`config.mk`:
```
export PLATFORM = sky130hd
export DESIGN_NAME = booth_mult_seq
export DESIGN_NICKNAME = d
export VERILOG_FILES = /design/src/rtl/booth_pkg.sv /design/src/rtl/booth_step.sv /design/src/rtl/booth_mult_seq.sv
export SDC_FILE = /design/constraint.sdc
export NUM_CORES = 1
export LEC_CHECK = 0
export BUFFER_PORTS_ARGS = -buffer_cell sky130_fd_sc_hd__buf_2
export CAP_MARGIN = 25
export CORE_ASPECT_RATIO = 0.75
export CORE_MARGIN = 5
export CORE_UTILIZATION = 50
export CTS_CLUSTER_DIAMETER = 40
export DETAILED_ROUTE_END_ITERATION = 8
export PLACE_DENSITY_LB_ADDON = 0.2
export REMOVE_ABC_BUFFERS = 1
export SETUP_SLACK_MARGIN = 0.4
export SYNTH_ARGS = -nofsm -noshare
export SYNTH_HDL_FRONTEND = slang
export SYNTH_SLANG_ARGS = --single-unit
```
`constraint.sdc`:
```
create_clock -name clk -period 6.1 [get_ports clk]
set_clock_uncertainty 0.2 [all_clocks]
set_input_delay 1.22 -clock clk [delete_from_list [all_inputs] [get_ports clk]]
set_output_delay 1.22 -clock clk [all_outputs]
set_load 0.01 [all_outputs]
```
`src/rtl/booth_pkg.sv`:
```
// Shared types and constants for the sequential radix-2 Booth multiplier.
// Holds the FSM state enum, the Booth step encoding and the default width.
package booth_pkg;

  localparam int unsigned DEFAULT_WIDTH = 32;

  typedef enum logic [1:0] {
    IDLE = 2'b00,
    RUN  = 2'b01,
    DONE = 2'b10
  } state_e;

  // Step encoding; ADD/SUB values match the {q[0], q_m1} pair that selects them.
  typedef enum logic [1:0] {
    BOOTH_NOP = 2'b00,
    BOOTH_ADD = 2'b01,
    BOOTH_SUB = 2'b10
  } booth_op_e;

  // Radix-2 Booth recoding of the current multiplier bit pair.
  function automatic booth_op_e booth_encode(input logic q0, input logic q_m1);
    booth_op_e op;
    case ({q0, q_m1})
      2'b01:   op = BOOTH_ADD;
      2'b10:   op = BOOTH_SUB;
      default: op = BOOTH_NOP;
    endcase
    return op;
  endfunction

endpackage

```
`src/rtl/booth_step.sv`:
```
// One combinational radix-2 Booth iteration: conditional add/subtract of the
// sign-extended multiplicand into acc, then arithmetic right shift of
// {acc, q, q_m1} by one bit.
// Ports:
//   acc, q, q_m1   current partial-product state
//   m              multiplicand (signed)
//   acc_nxt_c, q_nxt_c, q_m1_nxt_c   state after this iteration
module booth_step
  import booth_pkg::*;
#(
  parameter int unsigned WIDTH = DEFAULT_WIDTH
) (
  input  logic [WIDTH:0]   acc,
  input  logic [WIDTH-1:0] q,
  input  logic             q_m1,
  input  logic [WIDTH-1:0] m,
  output logic [WIDTH:0]   acc_nxt_c,
  output logic [WIDTH-1:0] q_nxt_c,
  output logic             q_m1_nxt_c
);

  localparam int unsigned ACC_W = WIDTH + 1;

  logic [ACC_W-1:0] m_ext;
  logic [ACC_W-1:0] sum;
  booth_op_e        op;

  // One extra sign bit keeps acc - M exact when M is the most negative value.
  assign m_ext = {m[WIDTH-1], m};
  assign op    = booth_encode(q[0], q_m1);

  // Add/subtract selected by the Booth pair
  always_comb begin
    sum = acc;
    case (op)
      BOOTH_ADD: sum = acc + m_ext;
      BOOTH_SUB: sum = acc - m_ext;
      default:   sum = acc;
    endcase
  end

  // Arithmetic shift right of the concatenated {acc, q, q_m1}
  assign acc_nxt_c  = {sum[ACC_W-1], sum[ACC_W-1:1]};
  assign q_nxt_c    = {sum[0], q[WIDTH-1:1]};
  assign q_m1_nxt_c = q[0];

endmodule

```
`src/rtl/booth_mult_seq.sv`:
```
// Sequential radix-2 Booth multiplier for signed operands. Accepts a/b over a
// valid/ready handshake, iterates WIDTH cycles, and presents a registered
// 2*WIDTH-bit product held until the consumer takes it.
// Optional build macro: BOOTH_ZERO_SKIP_EN -- a zero operand bypasses RUN and
// goes straight to DONE with a zero product.
// Ports:
//   clk, rst_n           clock, async active-low reset
//   in_valid, in_ready   operand handshake
//   a, b                 multiplicand / multiplier (signed)
//   out_valid, out_ready product handshake
//   product              signed a*b
//   busy                 high while iterating
module booth_mult_seq
  import booth_pkg::*;
#(
  parameter int unsigned WIDTH = DEFAULT_WIDTH
) (
  input  logic               clk,
  input  logic               rst_n,
  input  logic               in_valid,
  output logic               in_ready,
  input  logic [WIDTH-1:0]   a,
  input  logic [WIDTH-1:0]   b,
  output logic               out_valid,
  input  logic               out_ready,
  output logic [2*WIDTH-1:0] product,
  output logic               busy
);

  localparam int unsigned CNT_W  = $clog2(WIDTH) + 1;
  localparam int unsigned ACC_W  = WIDTH + 1;
  localparam int unsigned PROD_W = 2 * WIDTH;

  state_e             state, state_nxt;
  logic [WIDTH-1:0]   m, m_nxt;
  logic [ACC_W-1:0]   acc, acc_nxt;
  logic [WIDTH-1:0]   q, q_nxt;
  logic               q_m1, q_m1_nxt;
  logic [CNT_W-1:0]   cnt, cnt_nxt;
  logic [PROD_W-1:0]  product_nxt;
  logic               in_ready_nxt;
  logic               out_valid_nxt;
  logic               busy_nxt;

  logic [ACC_W-1:0]   step_acc;
  logic [WIDTH-1:0]   step_q;
  logic               step_q_m1;

  booth_step #(
    .WIDTH (WIDTH)
  ) u_step (
    .acc        (acc),
    .q          (q),
    .q_m1       (q_m1),
    .m          (m),
    .acc_nxt_c  (step_acc),
    .q_nxt_c    (step_q),
    .q_m1_nxt_c (step_q_m1)
  );

  // State, datapath and registered outputs
  always_ff @(posedge clk or negedge rst_n) begin
    if (!rst_n) begin
      state     <= IDLE;
      m         <= '0;
      acc       <= '0;
      q         <= '0;
      q_m1      <= 1'b0;
      cnt       <= '0;
      product   <= '0;
      in_ready  <= 1'b0;
      out_valid <= 1'b0;
      busy      <= 1'b0;
    end else begin
      state     <= state_nxt;
      m         <= m_nxt;
      acc       <= acc_nxt;
      q         <= q_nxt;
      q_m1      <= q_m1_nxt;
      cnt       <= cnt_nxt;
      product   <= product_nxt;
      in_ready  <= in_ready_nxt;
      out_valid <= out_valid_nxt;
      busy      <= busy_nxt;
    end
  end

  // Next-state and next-output logic
  always_comb begin
    state_nxt     = state;
    m_nxt         = m;
    acc_nxt       = acc;
    q_nxt         = q;
    q_m1_nxt      = q_m1;
    cnt_nxt       = cnt;
    product_nxt   = product;
    out_valid_nxt = 1'b0;

    case (state)
      IDLE: begin
        if (in_valid && in_ready) begin
          m_nxt     = a;
          q_nxt     = b;
          acc_nxt   = '0;
          q_m1_nxt  = 1'b0;
          cnt_nxt   = '0;
          state_nxt = RUN;
`ifdef BOOTH_ZERO_SKIP_EN
          // Clearing q makes {acc, q} zero, so DONE publishes 0 directly.
          if ((a == '0) || (b == '0)) begin
            q_nxt     = '0;
            state_nxt = DONE;
          end
`endif
        end
      end

      RUN: begin
        acc_nxt  = step_acc;
        q_nxt    = step_q;
        q_m1_nxt = step_q_m1;
        cnt_nxt  = cnt + CNT_W'(1);
        if (cnt == CNT_W'(WIDTH - 1)) begin
          state_nxt = DONE;
        end
      end

      DONE: begin
        if (out_valid && out_ready) begin
          state_nxt = IDLE;
        end else begin
          out_valid_nxt = 1'b1;
          // acc bit WIDTH is only a guard bit; the exact product fits 2*WIDTH.
          product_nxt   = {acc[WIDTH-1:0], q};
        end
      end

      default: begin
        state_nxt = IDLE;
      end
    endcase

    in_ready_nxt = (state_nxt == IDLE);
    busy_nxt     = (state_nxt == RUN);
  end

endmodule

```
==> impl_metrics.ini <==
[outcome]
run_status = finished clean

[logic_synthesis]
synth-edff-count = 0
synth_area_um2 = 9331
syn_inst = 996
synth_ff_type = dfrtp_1
synth_seq_area_share = 0.4612
yosysWarnings = 0
yosys_register_bits = 172
ys_async_sr_fraction = 1.000
synth_area_leaders = dfrtp_1 46%, mux2_2 7.7%, nand2_1 5.8%, nor2_1 5.1%, ha_1 4.7%
yosys.cell_types.count = 63
synth_top_family_by_area = simple AND/OR/NAND/NOR gates
synth_mux_area_frac = 0.08796
yosysTopAreaCell = dfrtp_1
synth_fa_ha_area_frac = 0.04907
synth-xor-area-share = 0.05256
yosysTopAreaCellShare = 0.4612
synth-compound-area-share = 0.1549
syn_area_per_cell_um2 = 9.369
yosys.area_share.simple = 0.1660

[finish]
fill_cells = 1677
layout_common_cells = 172 x dfrtp_1, 145 x nand2_1, 133 x buf_2
layout.cells.non_filler = 1368
final_util = 0.5874
drive_above_1_share = 0.2295
area_delta_synth_final_pct = 15.84
layout_commonest_cell = dfrtp_1
layout.nets = 1211

[detailed_routing]
dr.first_iter.drc_count = 593
vias_per_cell = 5.548
drc = 0
totalWireLength_um = 23050
drt-pass1-iter-count = 5
antenna_left = 0
num_vias = 7589
routedWlPerCell_um = 16.85

[sta]
setup_viol = 0
worst_pin_slew_ns = 0.9428
rsz0062_at_grt = no
post-route-period-util = 0.7361
maxSlewViolCount = 0
timing.final.ws_setup_ns = 1.610
fmax_ghz = 0.2227
maxSlewHeadroom = 0.3715
finalHoldViolCount = 0
period_minus_slack_ns = 4.490

[floorplanning]
initial_core_util = 0.5071
core-area_um2 = 18400
die_h_um = 128.3
rows = 43
pin_count = 135
die_w_um = 167.7
dieArea_um2 = 21520

[cts]
cts_resized = 0
cts_hold_buf = 0
insertion_delay_ns = 0.43
cts_buffers = 17
cts_sinks = 172
cts_setup_buffers = 0
clk_pin_slew_worst_paths_ns = 0.07
clockBufferDepth = 2
htreeDepth = 4
cts_tree = done
root_buffer = clkbuf_16

[power]
internal_power_uw = 3832
switching_share = 0.4719
peakVddDrop_v = 0.0003061
power_switching_uw = 3424
combPwrFrac = 0.590
power_density_nw_per_um2 = 671.2
pwr-share-seq = 0.264
clockPowerShare = 0.146
p_leak_uw = 0.005239

[grt]
grt_use_total = 0.2199
grt_first_pass_wirelength_um = 38540
grt_max_degree = 173
antenna_found_initial = 3
gr-total-overflow = 0
grt_pass1_vias = 7289

[place]
dpl.hpwl_um = 16210
io_buffers = 134
post-place-ws_ns = 1.662
place_congestion = 0.9412
placedCellCount = 1335

[run]
cap_violations = 0

[critical_path]
critPathArrivalTime_ns = 4.60
end_kind = register
critical_path_class = register to register
cp.required_ns = 6.21
startpoint_type = register
path_max_fanout = 7

[hold_path]
hp-class = register to register
Yosys cell counts (2+ instances only):
library cell	instances
a211o_1	2
a211oi_1	8
a21o_1	19
a21oi_1	71
a311oi_1	2
a31oi_1	9
and2_1	5
and3_1	7
and4_1	2
buf_1	7
buf_4	2
clkbuf_1	43
dfrtp_1	172
ha_1	35
inv_1	15
mux2_2	64
mux2i_1	10
nand2_1	145
nand2b_1	3
nand3_1	16
nand4_1	3
nor2_1	126
nor2b_1	6
nor3_1	13
nor3b_1	2
nor4_1	4
o2111ai_1	2
o211ai_1	6
o21a_1	5
o21ai_0	53
o21ai_1	2
o21bai_1	2
o221ai_1	2
o22ai_1	40
o31ai_1	4
or2_2	3
or3_1	4
or4_1	3
xnor2_1	46
xor2_1	10
routing by layer:
layer  track usage  vias to the layer above  part of all wire
li1              -                     3736                 -
met1        0.3427                     3608              0.51
met2        0.2975                      223              0.40
met3       0.07275                       16             0.081
met4       0.04485                        6            0.0069
met5             0                        -           0.00095
path summary, 6_finish.rpt:
kind,start,end,slack [ns],cells after the start
worst max-delay path,m[0],acc[26],1.61,15
worst min-delay path,cnt[5],cnt[5],0.30,1
worst max register to register,m[0],acc[26],1.61,15
worst min register to register,cnt[5],cnt[5],0.30,1
max in group asynchronous,rst_n,product[56],4.26,2
min in group asynchronous,rst_n,product[14],0.71,2
power groups by stage:
stage                     Sequential, uW  Clock [uW]  Combinational (uW)
after global placement              1920           0                4210
after detailed placement            1930           0                4200
after floorplan                     1820           0                3250
final                               1920        1060                4280
after CTS                           1910        1080                4230
after global routing                1970        1130                4810
layout make-up:
type,instances,area [um^2],share of cell area
antenna,1,2.502,0.0002315
sequential,172,4304,0.3982
tap,247,309.0,0.02859
clock buffer,18,429.2,0.03970
timing repair buffer,145,772.0,0.07142
multi-input combinational,756,4787,0.4429
clock inverter,14,148.9,0.01377
inverter,15,56.30,0.005209
stage by stage:
step | area (um^2) | total power (uW) | hold slack (ns) | TNS, ns
2_1_floorplan | 9124 | 5063 | 0.2546 | -55.53
3_3_place_gp | 10230 | 6125 | 0.2798 | 0
3_5_place_dp | 10230 | 6127 | 0.2781 | 0
4_1_cts | 10810 | 7212 | 0.2915 | 0
5_1_grt | 10810 | 7905 | 0.3166 | 0
6_report | 10810 | 7255 | 0.2981 | 0
kinds of logic (layout without fill, tap and decap cells):
group | Yosys count | after routing
buffers and inverters | 68 | 192
AOI/OAI and AO/OA | 238 | 238
other | 0 | 1
adders and majority gates | 36 | 36
xor gates and xnor gates | 56 | 56
muxes | 74 | 74
DFF | 172 | 172
and+or+nand+nor | 352 | 352
flip-flops by register name, indices dropped and copies added, names as in the netlist:
name	cells
product	64
acc	32
m	32
q	32
cnt	6
state	2
busy	1
in_ready	1
out_valid	1
q_m1	1
critical path: stages (launching register included):
cell       delay [ns]
dfrtp_1          0.40
inv_1            0.09
ha_1             0.18
or4b_1           0.56
nor4_1           0.22
nor2_1           0.08
xnor2_1          0.25
ha_1             0.36
a21o_1           0.23
a311oi_1         0.26
nor2_1           0.11
o31ai_1          0.43
a211oi_1         0.20
o221ai_1         0.37
nor2_1           0.10
a2111oi_1        0.34
Power figures use the tool's default switching activity.
